<file path="src/rtl/operand_route_pkg.sv">
// Shared definitions for the operand routing blocks.
//
// Holds the destination codes used by both the legacy 3-way operand demux
// and the handshaked stream_demux_router, plus the router FSM state type.
// Code 0 is reserved as "no destination". Code k (k >= 1) selects
// destination channel k-1.
package operand_route_pkg;

    localparam logic [1:0] CODE_NONE = 2'b00;
    localparam logic [1:0] CODE_IFM  = 2'b01;
    localparam logic [1:0] CODE_WGT  = 2'b10;
    localparam logic [1:0] CODE_BIAS = 2'b11;

    // Router FSM states. The encoding is visible on the router's dbg_state port.
    typedef enum logic [1:0] {
        ST_IDLE  = 2'd0,
        ST_ROUTE = 2'd1,
        ST_DROP  = 2'd2
    } route_state_e;

endpackage

</file>
<file path="src/rtl/stream_out_reg.sv">
// One-slot valid/ready output register with an end-of-burst flag.
//
// Ports:
//   clk, rst_n            clock (rising edge), asynchronous active-low reset
//   load                  write load_data/load_last into the slot this cycle
//   load_data, load_last  beat and its last flag
//   out_ready             downstream sink ready
//   out_valid             slot holds a beat
//   out_data, out_last    slot contents; both read 0 while the slot is empty
//
// Handshake: a beat leaves the slot when out_valid && out_ready. The caller
// only asserts load when the slot is empty or is draining in the same cycle.
// A load in the same cycle as a drain wins, so the slot stays full with the
// new beat.
module stream_out_reg
    import operand_route_pkg::*;
#(
    parameter int DATA_WIDTH = 32
) (
    input  logic                  clk,
    input  logic                  rst_n,
    input  logic                  load,
    input  logic [DATA_WIDTH-1:0] load_data,
    input  logic                  load_last,
    input  logic                  out_ready,
    output logic                  out_valid,
    output logic [DATA_WIDTH-1:0] out_data,
    output logic                  out_last
);

    logic                  valid_q, valid_d;
    logic                  last_q,  last_d;
    logic [DATA_WIDTH-1:0] data_q,  data_d;

    always_comb begin
        valid_d = valid_q;
        last_d  = last_q;
        data_d  = data_q;
        if (load) begin
            valid_d = 1'b1;
            data_d  = load_data;
            last_d  = load_last;
        end else if (valid_q && out_ready) begin
            // Data is cleared on drain so an empty slot always presents zeros.
            valid_d = 1'b0;
            data_d  = '0;
            last_d  = 1'b0;
        end
    end

    always_ff @(posedge clk or negedge rst_n) begin
        if (!rst_n) begin
            valid_q <= 1'b0;
            last_q  <= 1'b0;
            data_q  <= '0;
        end else begin
            valid_q <= valid_d;
            last_q  <= last_d;
            data_q  <= data_d;
        end
    end

    assign out_valid = valid_q;
    assign out_data  = data_q;
    assign out_last  = last_q;

endmodule

</file>
<file path="src/rtl/stream_demux_router.sv">
// Burst router: steers beats from one input stream to one of NUM_CH
// destination channels, one burst per config command.
//
// Ports:
//   clk, rst_n              clock (rising edge), asynchronous active-low reset
//   cfg_valid/cfg_ready     burst command handshake; cfg_sel = destination
//                           code (1..NUM_CH legal), cfg_len = beat count
//   in_valid/in_ready       input beat handshake, in_data = beat
//   out_valid/out_ready     per-channel beat handshake
//   out_data                channel k at [k*DATA_WIDTH +: DATA_WIDTH]
//   out_last                per-channel final beat of burst
//   busy                    FSM not in IDLE
//   done                    one-cycle pulse when the input side of a burst completes
//   err                     pulses with done for a burst to an illegal code
//   dbg_state               current FSM state (route_state_e encoding)
//
// Handshake rule for all three interfaces: a transfer happens on a rising
// clock edge where valid and ready are both high; valid never depends on ready.
// in_ready does depend on out_ready of the selected channel (pass-through when
// that channel's slot is full).
module stream_demux_router
    import operand_route_pkg::*;
#(
    parameter int DATA_WIDTH = 32,
    parameter int NUM_CH     = 3,
    parameter int SEL_WIDTH  = 2,
    parameter int LEN_WIDTH  = 16
) (
    input  logic                         clk,
    input  logic                         rst_n,
    input  logic                         cfg_valid,
    output logic                         cfg_ready,
    input  logic [SEL_WIDTH-1:0]         cfg_sel,
    input  logic [LEN_WIDTH-1:0]         cfg_len,
    input  logic                         in_valid,
    output logic                         in_ready,
    input  logic [DATA_WIDTH-1:0]        in_data,
    output logic [NUM_CH-1:0]            out_valid,
    input  logic [NUM_CH-1:0]            out_ready,
    output logic [NUM_CH*DATA_WIDTH-1:0] out_data,
    output logic [NUM_CH-1:0]            out_last,
    output logic                         busy,
    output logic                         done,
    output logic                         err,
    output logic [1:0]                   dbg_state
);

    route_state_e          state_q, state_d;
    logic [LEN_WIDTH-1:0]  cnt_q,   cnt_d;
    logic [NUM_CH-1:0]     ch_oh_q, ch_oh_d;
    logic                  done_q,  done_d;
    logic                  err_q,   err_d;
    // Holds cfg_ready low until the first clock edge after reset release.
    logic                  init_q;

    logic [NUM_CH-1:0]     cfg_oh;
    logic                  cfg_legal;
    logic [NUM_CH-1:0]     load;
    logic                  last_beat;

    // Decode the destination code to a one-hot channel mask; an all-zero
    // mask means the code is illegal (0 or above NUM_CH).
    always_comb begin
        cfg_oh = '0;
        for (int k = 0; k < NUM_CH; k++) begin
            cfg_oh[k] = (32'(cfg_sel) == 32'(k + 1));
        end
        cfg_legal = |cfg_oh;
    end

    assign last_beat = (cnt_q == LEN_WIDTH'(1));

    always_comb begin
        state_d   = state_q;
        cnt_d     = cnt_q;
        ch_oh_d   = ch_oh_q;
        done_d    = 1'b0;
        err_d     = 1'b0;
        cfg_ready = 1'b0;
        in_ready  = 1'b0;
        load      = '0;
        case (state_q)
            ST_IDLE: begin
                cfg_ready = init_q;
                if (cfg_valid && init_q) begin
                    cnt_d   = cfg_len;
                    ch_oh_d = cfg_oh;
                    if (cfg_len == '0) begin
                        done_d = 1'b1;
                        err_d  = !cfg_legal;
                    end else if (cfg_legal) begin
                        state_d = ST_ROUTE;
                    end else begin
                        state_d = ST_DROP;
                    end
                end
            end
            ST_ROUTE: begin
                // Accept only if the selected slot is empty or draining now.
                in_ready = |(ch_oh_q & (~out_valid | out_ready));
                if (in_valid && in_ready) begin
                    load  = ch_oh_q;
                    cnt_d = cnt_q - LEN_WIDTH'(1);
                    if (last_beat) begin
                        state_d = ST_IDLE;
                        done_d  = 1'b1;
                    end
                end
            end
            ST_DROP: begin
                in_ready = 1'b1;
                if (in_valid) begin
                    cnt_d = cnt_q - LEN_WIDTH'(1);
                    if (last_beat) begin
                        state_d = ST_IDLE;
                        done_d  = 1'b1;
                        err_d   = 1'b1;
                    end
                end
            end
            default: begin
                state_d = ST_IDLE;
            end
        endcase
    end

    always_ff @(posedge clk or negedge rst_n) begin
        if (!rst_n) begin
            state_q <= ST_IDLE;
            cnt_q   <= '0;
            ch_oh_q <= '0;
            done_q  <= 1'b0;
            err_q   <= 1'b0;
            init_q  <= 1'b0;
        end else begin
            state_q <= state_d;
            cnt_q   <= cnt_d;
            ch_oh_q <= ch_oh_d;
            done_q  <= done_d;
            err_q   <= err_d;
            init_q  <= 1'b1;
        end
    end

    for (genvar k = 0; k < NUM_CH; k++) begin : g_ch
        stream_out_reg #(
            .DATA_WIDTH(DATA_WIDTH)
        ) u_out_reg (
            .clk       (clk),
            .rst_n     (rst_n),
            .load      (load[k]),
            .load_data (in_data),
            .load_last (last_beat),
            .out_ready (out_ready[k]),
            .out_valid (out_valid[k]),
            .out_data  (out_data[k*DATA_WIDTH +: DATA_WIDTH]),
            .out_last  (out_last[k])
        );
    end

    assign busy      = (state_q != ST_IDLE);
    assign done      = done_q;
    assign err       = err_q;
    assign dbg_state = state_q;

endmodule

</file>
<file path="config.mk">
export PLATFORM = sky130hd
export DESIGN_NAME = stream_demux_router
export DESIGN_NICKNAME = d
export VERILOG_FILES = /design/src/rtl/operand_route_pkg.sv /design/src/rtl/stream_out_reg.sv /design/src/rtl/stream_demux_router.sv
export SDC_FILE = /design/constraint.sdc
export NUM_CORES = 1
export LEC_CHECK = 0
export ABC_CLOCK_PERIOD_IN_PS = 1700
export CORE_UTILIZATION = 43
export CTS_CLUSTER_DIAMETER = 120
export CTS_CLUSTER_SIZE = 30
export DETAILED_ROUTE_END_ITERATION = 12
export PLACE_DENSITY = 0.78
export SYNTH_ARGS = -nofsm -noshare
export SYNTH_HDL_FRONTEND = slang
export SYNTH_SLANG_ARGS = --single-unit
</file>
<file path="constraint.sdc">
create_clock -name clk -period 1.7 [get_ports clk]
set_input_delay 0.34 -clock clk [delete_from_list [all_inputs] [get_ports clk]]
set_output_delay 0.34 -clock clk [all_outputs]
set_load 0.02 [all_outputs]
</file>
==> results of run 1 <==
[sequential cells by signal, summed over array words and instances (netlist names)]
signal                    flops
dbg_state                     2
ch_oh_q                       3
err                           1
cnt_q                        16
init_q                        1
done                          1
g_ch.u_out_reg.out_last       3
g_ch.u_out_reg.out_valid      3
g_ch.u_out_reg.out_data      96
[per-layer routing]
| layer | vias to the layer above | share of wire [%] |
|---|---|---|
| met1 | 2983 | 38 |
| met5 | - | 0 |
| met2 | 338 | 51 |
| li1 | 2512 | - |
| met4 | 0 | 4.0 |
| met3 | 85 | 7.0 |
[synth_stat cells (2+ instances only)]
library cell and n:
a211o_1 3, nor4b_1 2, buf_4 14, nor3b_1 4, nor4_1 4, a22o_1 33
a21o_1 4, or2_2 4, nor2_1 12, o221a_2 2, o21ai_0 83, and2_1 2
nand4_1 2, o2bb2ai_1 2, o22ai_1 11, o21bai_1 4, inv_1 9, a21oi_1 14
nor3_1 6, nand2b_1 5, ha_1 6, mux2i_1 3, dfrtp_1 126, buf_2 7
clkbuf_1 20, nand2_1 158, nand3_1 6
[critical path, stage by stage (launching register included)]
cell and delay (ns):
dfrtp_1 0.40, nand2b_4 0.08, a222oi_1 0.33, buf_4 0.19, o21ai_2 0.06, and2_4 0.14, buf_6 0.12
[cell usage in the layout (no fill, tap or decap), types with 7 or more instances in the layout]
cell type,n
buf_16,13
a22o_1,33
dfrtp_1,124
clkdlybuf4s50_1,52
nand2_1,101
buf_4,58
clkbuf_16,25
o21ai_1,28
o22ai_2,7
buf_12,13
nand2_4,33
nand2_2,24
o21ai_2,45
buf_8,7
buf_6,26
nor2_1,10
dlygate4sd2_1,104
[repair_timing]
| action | CTS | global route |
|---|---|---|
| pin swaps | 28 | 79 |
| buffers inserted | 18 | 16 |
| endpoints found under the setup margin | 225 | 129 |
| resized for setup | 253 | 209 |
| endpoints found under the hold margin | 18 | 0 |
| gates cloned | 18 | 10 |
| hold buffers | 1 | 0 |
[power by group]
group | leakage [nW] | switching [mW] | total (mW) | internal [mW]
clock | 0.279 | 1.42 | 3.75 | 2.33
combinational | 3.17 | 4.80 | 9.04 | 4.23
sequential | 1.66 | 0.676 | 4.59 | 3.91
total | 5.10 | 6.90 | 17.4 | 10.5
[logic make-up (layout without fill, tap and decap cells)]
| logic type | Yosys count | in the layout |
|---|---|---|
| AND/OR/NAND/NOR | 214 | 214 |
| AO/OA/AOI/OAI | 167 | 168 |
| adder cells (fa/ha/maj) | 6 | 6 |
| other | 1 | 1 |
| multiplexers | 3 | 3 |
| buffers and inverters | 52 | 327 |
| flip-flops | 126 | 126 |
[final cells by class]
cell class                 instances  area (sq um)  share of cell area [%]
clock buffer                      21           450                    4.42
clock inverter                    10           140                    1.38
inverter                           9          33.8                   0.332
multi-input combinational        392          3050                    29.9
sequential                       126          3160                    31.0
tap                              172           215                    2.11
timing repair buffer             287          3140                    30.8
[final timing paths]
path	from	to	slack, ns	cells past startpoint
max in group asynchronous	rst_n	dbg_state[1]	0.75	3
min reg2reg	g_ch[0].u_out_reg.out_data[31]	g_ch[0].u_out_reg.out_data[31]	0.50	1
min	rst_n	g_ch[0].u_out_reg.out_data[21]	0.34	2
max reg2reg	g_ch[1].u_out_reg.out_valid	g_ch[2].u_out_reg.out_data[17]	-0.34	11
max	g_ch[1].u_out_reg.out_valid	in_ready	-0.40	6
min in group clk	out_ready[0]	g_ch[0].u_out_reg.out_valid	0.44	3
==> metrics.cfg, run 1 <==
[grt]
grt_busiest_layer=met2
grt_usage_pct=31.2
grt_max_degree=52
grt.met2_usage_pct=54.1
gr-usage-met1_pct=37.5
grt_overflow=0
grtUsageMet3_pct=7.01
grt_pass1_wl_um=30700
grt_pass1_vias=5668
grt_antenna_before_repair=0

[place]
dp_slack_ns=-0.909
place_congestion=0.897
portBuffers=165
dp_cells=931
placed_area_sq_mm=0.00788
dp_hpwl_um=11400

[outcome]
status=complete, but fails checks
violations=negative setup slack

[sta]
rsz0062_at_grt=yes
period_share_pct=123
min_period_ns=2.10
max_freq_mhz=477
final.setup.worst_slack_ns=-0.398
setup_tns_ns=-26.24
hold_violations=0
worst_clock_skew_ns=0.0107
slew_viol_final=0
whs_ns=0.341
finalSetupViolCount=121

[synthesis]
synth_adder_area_share_pct=1.35
yosysUniqueCellTypes=50
yosys_register_bits=126
synth_top_family_by_area=compound AO/OA/AOI/OAI gates
ys.flop_type=dfrtp_1
synth_compound_area_share_pct=19.2
syn_nets=632
synth_edf_count=0
postSynth.asyncResetShare_pct=100
yosysWarnings=0
synthTopCellsByArea=dfrtp_1 57%, nand2_1 11%, o21ai_0 7.5%
synthXorXnorAreaFrac_pct=0
synth_top_cell_area_share_pct=56.9
synthesis.area_sq_mm=0.00554
yosys.area_share.simple_pct=17.0
seq_area_frac_synth_pct=56.9
synth_top_area_cell=dfrtp_1
synthCells=569
avgSynthCellArea_sq_um=9.74
muxShareOfSynthArea_pct=0.542

[detailed_routing]
ant_nets=0
num_vias=5918
drt_iter0_markers=483
drc=0
dr.pass1.iters=5
wl_per_cell_um=23.4
drt_wl_total_um=23800
via_per_inst=5.82

[power_and_ir_drop]
finalPower_mw=17.4
p_per_area_mw_per_mm2=1710
irDropWorstVdd_v=0.00119
leakage_nw=5.10

[floorplan]
std_cell_rows=41
core_area_sq_mm=0.0126
die_w_um=116
dieHeight_um=116
ios=166
die_area_sq_mm=0.0134
initial_core_util_pct=43.9

[critical_path]
cp.arrival_ns=1.76
required_ns=1.36
path_class=reg2out
end_kind=output pin
startpoint_type=register
path_max_fanout=2

[finish]
design_area_sq_mm=0.0102
layout.cells.non_filler=1017
drive_gt1_share_pct=38.6
nets=896
utilization_pct=80.7
fill_cells=701
antenna_cells=0
area_growth_pct=83.6

[clocking]
cts_buffers=17
path_clk_slew_ns=0.06
clock_latency_ns=0.43
cts_tree=done
cts_buffer_depth=2
htreeDepth=4
clock-sinks=126
cts_root_buf=clkbuf_16

[worst_hold_path]
hp-class=in2async

[flow_run]
max_cap_violations=0

No activity file was read; power rests on OpenSTA's default activity.
==> run 2, diff against run 1 <==
--- a/config.mk
+++ b/config.mk
@@ -11,6 +11,7 @@
 export CTS_CLUSTER_SIZE = 30
 export DETAILED_ROUTE_END_ITERATION = 12
 export PLACE_DENSITY = 0.78
+export RECOVER_POWER = 100
 export SYNTH_ARGS = -nofsm -noshare
 export SYNTH_HDL_FRONTEND = slang
 export SYNTH_SLANG_ARGS = --single-unit
==> metrics.cfg, run 2 (synthesis gave the netlist of run 1 again) <==
[finish]
layout.cells.non_filler=1017  ; unchanged
nets=896  ; unchanged
area_growth_pct=83.2  ; was 83.6%
largest_reg_flops=96  ; unchanged
design_area_sq_mm=0.0102  ; about the same
mostFrequentLayoutCells=124 x dfrtp_1, 104 x dlygate4sd2_1, 101 x nand2_1  ; unchanged
drive_gt1_share_pct=38.5  ; was 38.6%
final_common_cell=dfrtp_1  ; unchanged
antenna_cells=0  ; unchanged
utilization_pct=80.5  ; was 80.7%

[clocking]
cts_buffer_depth=2  ; unchanged
path_clk_slew_ns=0.06  ; about the same
clock-sinks=126  ; unchanged
cts_buffers=17  ; unchanged
htreeDepth=4  ; unchanged
clock_latency_ns=0.43  ; about the same
cts_root_buf=clkbuf_16  ; unchanged
cts_tree=done  ; unchanged

[grt]
grt_pass1_wl_um=30700  ; unchanged
grt_pass1_vias=5668  ; unchanged
grt_overflow=0  ; unchanged
grt_usage_pct=31.2  ; unchanged
grt_max_degree=52  ; unchanged
grt_antenna_before_repair=0  ; unchanged

[power_and_ir_drop]
p_comb_share_pct=52.0  ; about the same
p_int_mw=10.5  ; about the same
p_clk_share_pct=21.6  ; about the same
p_per_area_mw_per_mm2=1710  ; about the same
power.share.switching_pct=39.7  ; about the same
finalPower_mw=17.4  ; about the same
p_switching_mw=6.90  ; about the same
leakage_nw=5.06  ; was 5.10 nW
power_frac_seq_pct=26.4  ; about the same
irDropWorstVdd_v=0.00120  ; was 0.00119 V

[outcome]
violations=negative setup slack  ; unchanged
status=complete, but fails checks  ; unchanged

[floorplan]
die_area_sq_mm=0.0134  ; unchanged
dieHeight_um=116  ; unchanged
std_cell_rows=41  ; unchanged
initial_core_util_pct=43.9  ; unchanged
die_w_um=116  ; unchanged
ios=166  ; unchanged
core_area_sq_mm=0.0126  ; unchanged

[place]
place_congestion=0.897  ; unchanged
portBuffers=165  ; unchanged
placed_area_sq_mm=0.00788  ; unchanged
dp_hpwl_um=11400  ; unchanged
dp_cells=931  ; unchanged
dp_slack_ns=-0.909  ; unchanged

[detailed_routing]
via_per_inst=5.84  ; was 5.82
drt_iter0_markers=483  ; unchanged
num_vias=5939  ; was 5918
drc=0  ; unchanged
ant_nets=0  ; unchanged
wl_per_cell_um=23.4  ; about the same
drt_wl_total_um=23800  ; about the same
dr.pass1.iters=5  ; unchanged

[sta]
worst_clock_skew_ns=0.0107  ; about the same
hold_violations=0  ; unchanged
max_freq_mhz=477  ; about the same
min_period_ns=2.10  ; about the same
worst_pin_slew_ns=1.26
final.setup.worst_slack_ns=-0.398  ; about the same
finalSetupViolCount=121  ; unchanged
maxSlewHeadroom_pct=15.7
slew_viol_final=0  ; unchanged
rsz0062_at_grt=yes  ; unchanged
setup_tns_ns=-26.56  ; was -26.24 ns
period_share_pct=123  ; about the same
whs_ns=0.436  ; was 0.341 ns

[critical_path]
required_ns=1.36  ; about the same
path_class=reg2out  ; unchanged
end_kind=output pin  ; unchanged
cp.arrival_ns=1.76  ; about the same
startpoint_type=register  ; unchanged
path_max_fanout=2  ; unchanged

[flow_run]
max_cap_violations=0  ; unchanged

[worst_hold_path]
hp-class=in2reg  ; was in2async

run 2: final cells by class:
cell class,instances,area [sq um]
Tap cell,172,215
Timing Repair Buffer,287,3120
Sequential cell,126,3160
Clock buffer,21,450
Fill cell,704,2460
Clock inverter,10,140
Multi-Input combinational cell,392,3050
Inverter,9,33.8
run 2: path summary, 6_finish.rpt:
path | cells after the start | endpoint | slack (ns) | startpoint
max reg2reg | 10 | g_ch[1].u_out_reg.out_data[2] | -0.36 | g_ch[1].u_out_reg.out_valid
max | 6 | in_ready | -0.40 | g_ch[1].u_out_reg.out_valid
min reg2reg | 1 | g_ch[0].u_out_reg.out_data[4] | 0.50 | g_ch[0].u_out_reg.out_data[4]
min in group asynchronous | 2 | g_ch[0].u_out_reg.out_data[21] | 0.71 | rst_n
min | 3 | g_ch[0].u_out_reg.out_valid | 0.44 | out_ready[0]
max in group asynchronous | 3 | g_ch[2].u_out_reg.out_data[16] | 0.06 | rst_n
run 2: routing by layer:
metal	vias up	GRT usage (%)	share of wire (%)
li1	2513	-	-
met3	84	7.01	7.3
met2	341	54.1	52
met1	3001	37.5	37
met4	0	13.2	3.8
met5	-	0	0
run 2: worst max-delay path, cell delays in order, from the launching register on:
cell	delay, ns
dfrtp_1	0.41
nand2b_4	0.08
a222oi_1	0.33
buf_4	0.19
o21ai_2	0.06
and2_4	0.14
buf_6	0.12
run 2: timing repair:
item                                    in CTS  in global routing
resized for setup                          253                209
hold endpoints to repair                    18                  0
hold buffers                                 1                  0
pin swaps                                   28                 79
buffers inserted                            18                 16
cloned                                      18                 10
endpoints found under the setup margin     225                129
run 2: power by group through the flow:
stage | logic, mW | clock network [mW] | registers [mW]
3_5_place_dp | 6.39 | 0 | 4.51
3_3_place_gp | 6.16 | 0 | 4.47
5_1_grt | 9.45 | 3.88 | 4.66
6_report | 9.04 | 3.75 | 4.59
4_1_cts | 7.52 | 3.69 | 4.47
2_1_floorplan | 2.68 | 0 | 5.28
==> run 3, diff against run 2 <==
--- a/config.mk
+++ b/config.mk
@@ -8,7 +8,7 @@
 export ABC_CLOCK_PERIOD_IN_PS = 1700
 export CORE_UTILIZATION = 43
 export CTS_CLUSTER_DIAMETER = 120
-export CTS_CLUSTER_SIZE = 30
+export CTS_CLUSTER_SIZE = 20
 export DETAILED_ROUTE_END_ITERATION = 12
 export PLACE_DENSITY = 0.78
 export RECOVER_POWER = 100
==> results of run 3 <==
Final layout, timing and power as in run 2 (identical DEF).
